### config.mk
export PLATFORM = sky130hd
export DESIGN_NAME = dcache_replace_arbiter
export DESIGN_NICKNAME = d
export VERILOG_FILES = /design/src/rtl/dcache_replace_arbiter_pkg.sv /design/src/rtl/dcache_replace_arbiter_round_robin_picker.sv /design/src/rtl/dcache_replace_arbiter.sv
export SDC_FILE = /design/constraint.sdc
export NUM_CORES = 1
export LEC_CHECK = 0
export CORE_ASPECT_RATIO = 0.75
export CORE_MARGIN = 2
export CORE_UTILIZATION = 36
export DETAILED_ROUTE_END_ITERATION = 8
export PLACE_DENSITY = 0.78
export REMOVE_ABC_BUFFERS = 1
export SLEW_MARGIN = 20
export SYNTH_ARGS = -nofsm -noshare
export SYNTH_HDL_FRONTEND = slang
export SYNTH_SLANG_ARGS = --single-unit
### constraint.sdc
create_clock -name clk -period 2.7 [get_ports clk]
set_clock_uncertainty 0.15 [all_clocks]
set_input_delay 0.27 -clock clk [delete_from_list [all_inputs] [get_ports clk]]
set_output_delay 0.27 -clock clk [all_outputs]
set_load 0.03 [all_outputs]
### src/rtl/dcache_replace_arbiter_pkg.sv
// Shared cache command encoding, mirroring CacheTypes::CacheCommand used by the line replacer.
package dcache_replace_arbiter_pkg;

    localparam int unsigned CMD_W = 2;

    typedef enum logic [CMD_W-1:0] {
        CacheCommand_Invalidate   = 2'd0,
        CacheCommand_Replace      = 2'd1,
        CacheCommand_WriteThrough = 2'd2
    } CacheCommand;

endpackage

### src/rtl/dcache_replace_arbiter_round_robin_picker.sv
// Combinational round-robin picker: first asserted request at or after pointer, wrapping.
module dcache_replace_arbiter_round_robin_picker #(
    parameter int unsigned NUM_REQ = 3,
    parameter int unsigned IDX_W   = $clog2(NUM_REQ)
) (
    input  logic [NUM_REQ-1:0] request,
    input  logic [IDX_W-1:0]   pointer,
    output logic [NUM_REQ-1:0] grant,
    output logic [IDX_W-1:0]   index,
    output logic               found
);

    int unsigned      cand;
    logic [IDX_W-1:0] cand_idx;

    always_comb begin
        grant    = '0;
        index    = '0;
        found    = 1'b0;
        cand     = 0;
        cand_idx = '0;
        for (int unsigned i = 0; i < NUM_REQ; i++) begin
            cand     = (32'(pointer) + i) % NUM_REQ;
            cand_idx = IDX_W'(cand);
            if (!found && request[cand_idx]) begin
                found           = 1'b1;
                grant[cand_idx] = 1'b1;
                index           = cand_idx;
            end
        end
    end

endmodule

### src/rtl/dcache_replace_arbiter.sv
// Round-robin arbiter sharing one D-cache line replacer: grant/latch, one-cycle enable, wait for done.
module dcache_replace_arbiter
    import dcache_replace_arbiter_pkg::*;
#(
    parameter int unsigned NUM_REQ        = 3,
    parameter int unsigned MEM_ADDR_WIDTH = 26
) (
    input  logic                              clk,
    input  logic                              rst,
    input  logic [NUM_REQ-1:0]                reqValid,
    input  logic [NUM_REQ*CMD_W-1:0]          reqCommand,
    input  logic [NUM_REQ*MEM_ADDR_WIDTH-1:0] reqAddr,
    output logic [NUM_REQ-1:0]                reqGrant,
    output logic [NUM_REQ-1:0]                reqDone,
    output logic                              busy,
    output logic                              replacerEnable,
    output CacheCommand                       replacerCommand,
    output logic [MEM_ADDR_WIDTH-1:0]         replacerAddr,
    input  logic                              replacerDone
);

    localparam int unsigned IDX_W = $clog2(NUM_REQ);

    typedef enum logic [1:0] {
        ARB_IDLE,
        ARB_ISSUE,
        ARB_WAIT
    } arb_state_t;

    arb_state_t                state, state_next;
    logic [IDX_W-1:0]          pointer, winner, pick_idx, ptr_next;
    logic [NUM_REQ-1:0]        pick_grant;
    logic                      pick_found;
    logic                      load, advance;
    CacheCommand               cmd_q, pick_cmd;
    logic [MEM_ADDR_WIDTH-1:0] addr_q, pick_addr;

    dcache_replace_arbiter_round_robin_picker #(
        .NUM_REQ (NUM_REQ),
        .IDX_W   (IDX_W)
    ) u_picker (
        .request (reqValid),
        .pointer (pointer),
        .grant   (pick_grant),
        .index   (pick_idx),
        .found   (pick_found)
    );

    assign pick_cmd  = CacheCommand'(reqCommand[pick_idx*CMD_W +: CMD_W]);
    assign pick_addr = reqAddr[pick_idx*MEM_ADDR_WIDTH +: MEM_ADDR_WIDTH];
    assign ptr_next  = (winner == IDX_W'(NUM_REQ - 1)) ? '0 : winner + 1'b1;

    always_comb begin
        state_next     = state;
        reqGrant       = '0;
        reqDone        = '0;
        replacerEnable = 1'b0;
        load           = 1'b0;
        advance        = 1'b0;
        case (state)
            ARB_IDLE: begin
                // Grant is gated by reset so every output reads 0 while rst is held low.
                if (pick_found && rst) begin
                    reqGrant   = pick_grant;
                    load       = 1'b1;
                    state_next = ARB_ISSUE;
                end
            end
            ARB_ISSUE: begin
                replacerEnable = 1'b1;
                state_next     = ARB_WAIT;
            end
            ARB_WAIT: begin
                if (replacerDone) begin
                    for (int unsigned i = 0; i < NUM_REQ; i++) begin
                        reqDone[i] = (IDX_W'(i) == winner);
                    end
                    advance    = 1'b1;
                    state_next = ARB_IDLE;
                end
            end
            default: state_next = ARB_IDLE;
        endcase
    end

    always_ff @(posedge clk or negedge rst) begin
        if (!rst) begin
            state   <= ARB_IDLE;
            pointer <= '0;
            winner  <= '0;
            cmd_q   <= CacheCommand_WriteThrough;
            addr_q  <= '0;
        end else begin
            state <= state_next;
            if (load) begin
                winner <= pick_idx;
                cmd_q  <= pick_cmd;
                addr_q <= pick_addr;
            end
            if (advance) begin
                pointer <= ptr_next;
            end
        end
    end

    assign busy            = (state != ARB_IDLE);
    assign replacerCommand = cmd_q;
    assign replacerAddr    = addr_q;

endmodule

==> results of run 1 <==
-- logic make-up after synthesis --
family,synth area share
buffers and inverters,0.0765
and+or+nand+nor,0.161
adders and majority gates,0.0217
DFF,0.370
AOI/OAI and AO/OA,0.229
muxes,0.143
-- power breakdown --
group	switching (mW)	internal, mW	leakage, nW	total [mW]
clock	0.161	0.183	0.0395	0.344
combinational	1.65	1.36	1.11	3.01
sequential	0.151	0.766	0.420	0.917
total	1.96	2.31	1.57	4.28
-- cell type report --
type | instances | area (um^2) | share of cell area
Sequential cell | 34 | 855 | 0.223
Clock buffer | 8 | 80.1 | 0.0209
Inverter | 17 | 63.8 | 0.0166
Tap cell | 81 | 101 | 0.0264
Timing Repair Buffer | 141 | 1400 | 0.365
Multi-Input combinational cell | 164 | 1340 | 0.348
-- stage by stage --
step	instance area, um^2	TNS (ns)	hold slack, ns	power, mW	std cells
after floorplan	2190	-29.76	-0.176	2.68	215
after global routing	3840	-0.00277	0.364	4.58	445
after detailed placement	3650	0	0.197	3.81	434
final	3840	0	0.340	4.28	445
after global placement	3650	0	0.197	3.77	434
after CTS	3770	0	0.344	4.20	443
-- registers in the layout, indices dropped and copies added, names as in the netlist --
name,cells
replacerAddr,26
replacerCommand,2
pointer,2
winner,2
state,2
-- worst paths after layout --
kind,start,end,slack [ns],depth (start not counted)
hold / removal,replacerAddr[8],replacerAddr[8],0.34,2
min in group asynchronous,rst,winner[0],0.48,3
hold reg to reg,replacerAddr[8],replacerAddr[8],0.34,2
setup reg to reg,pointer[1],replacerAddr[3],0.22,10
max in group asynchronous,rst,replacerCommand[1],1.58,3
setup / recovery,pointer[1],reqGrant[2],0.09,8
-- worst max-delay path, stage by stage, from the launching register on --
cell,delay [ns]
dfrtp_2,0.45
inv_2,0.09
ha_4,0.17
mux2_4,0.34
mux2_2,0.29
o21ai_4,0.19
buf_6,0.16
a211oi_2,0.05
buf_4,0.18
-- layer usage --
layer	global-route usage	vias up
met4	0.0329	0
met5	0	-
met3	0.0574	2
met1	0.258	1098
met2	0.314	100
li1	-	1097
-- repair_timing --
item                       CTS  global route
hold buffers                 1             0
pin swaps                    0             3
setup endpoints to repair    3             3
hold endpoints to repair    33             0
gates resized for setup      6            11
buffers inserted             0             2
-- cells in the mapped netlist, drive strengths merged --
library cell   n  area, um^2
a211oi         2        15.0
a21bo          2        20.0
a21o           2        15.0
a21oi          4        20.0
a2bb2oi        1        26.3
a311oi         1        8.76
a31oi          1        6.26
a32oi          1        8.76
buf           12        97.6
clkbuf         4        15.0
dfrtp         33         826
dfstp          1        26.3
ha             4        50.1
inv           17        63.8
mux2           2        26.3
mux2i         29         303
nand2         36         135
nand2b         4        25.0
nand3         20         100
nand3b         2        15.0
nand4          1        12.5
nor2           6        22.5
nor2b          2        12.5
nor3           1        5.00
nor3b          4        30.0
o2111ai        1        8.76
o211ai        18         180
o21a           1        7.51
o21ai          5        36.3
o221ai        11         165
o32ai          1        8.76
or2            2        12.5
==> impl_metrics.toml, run 1 <==
[outcome]
status = "complete, no violations"

[route]
wl_per_cell_um = 15.5
met1_length_um = 3010
dr_wl_met2_um = 3260
via_count = 2297
met3RoutedLength_um = 586
drcViolationCount = 0
vias_per_cell = 5.16
drt_pass1_iterations = 6
wl_um = 6880
ant_nets = 0
drt_iter0_drc = 108
top_layer_used = "met4"

[clock_network]
cts_tree = "built"
cts.sinks = 34
htreeDepth = 2
clk_latency_ns = 0.27
cts_root_buf = "clkbuf_8"
path_clk_slew_ns = 0.07
clk_path_buf_depth = 2
cts_buffers = 5

[critical_path]
end_kind = "primary output"
startpoint_type = "flip-flop"
cp.required_ns = 2.28
crit_arrival_ns = 2.19
critPathKind = "flip-flop to primary output"
worstPathMaxFanout = 8

[timing]
report.final.setup_viol = 0
tightest_slew_ns = 0.426
max_freq_ghz = 0.383
maxSlewViolCount = 0
relSlewSlack = 0.716
finalHoldViolCount = 0
final.setup.worst_slack_ns = 0.0858
period_share = 0.968
min_period_ns = 2.61

[placed_design]
gp_congestion = 0.840
port_buffers = 125
pre_cts_ws_ns = 0.120
post-dp-hpwl_um = 5390

[synthesis]
syn_avg_cell_area_um2 = 9.98
syn_area_um2 = 2300
synth_cells = 231
synthDistinctLibCells = 40
ys_warn_count = 0
ys_ff_latch = 34
seq_area_frac_synth = 0.370

[floorplanning]
core_um2 = 6260
rows = 25
pin_count = 126
die_w_um = 96.4
initial_core_util = 0.368
die-area_um2 = 7060
die_y_um = 73.3

[global_route]
track_usage = 0.192
grt-ovfl-total = 0
antenna_found_initial = 0
grt_first_pass_wirelength_um = 10500
grt_pass1_vias = 2201
grt_max_degree = 35

[finish]
mostFrequentLayoutCell = "clkdlybuf4s50_1"
post-route-util = 0.614
antenna_cells = 0
drive_gt1_frac = 0.195
final_cell_mix = "clkdlybuf4s50_1, nand2_1, dfrtp_1"
area.growth.synth_to_final_pct = 66.6
nets = 457
fillerInstances = 538

[hold_path]
worstHoldPathType = "flip-flop to flip-flop"

[power_and_ir_drop]
powerDensity_nw_per_um2 = 1110
cellLeakagePower_nw = 1.57
vdd_ir_drop_max_v = 0.000478

[job]
maxCapViolations = 0
Note: power is estimated with default switching activity, not from simulation.
==> run 2: changes to the inputs <==
--- a/config.mk
+++ b/config.mk
@@ -11,7 +11,7 @@
 export DETAILED_ROUTE_END_ITERATION = 8
 export PLACE_DENSITY = 0.78
 export REMOVE_ABC_BUFFERS = 1
-export SLEW_MARGIN = 20
+export SLEW_MARGIN = 10
 export SYNTH_ARGS = -nofsm -noshare
 export SYNTH_HDL_FRONTEND = slang
 export SYNTH_SLANG_ARGS = --single-unit
==> results of run 2 <==
No change in the layout: final DEF, timing and power equal those of run 1.
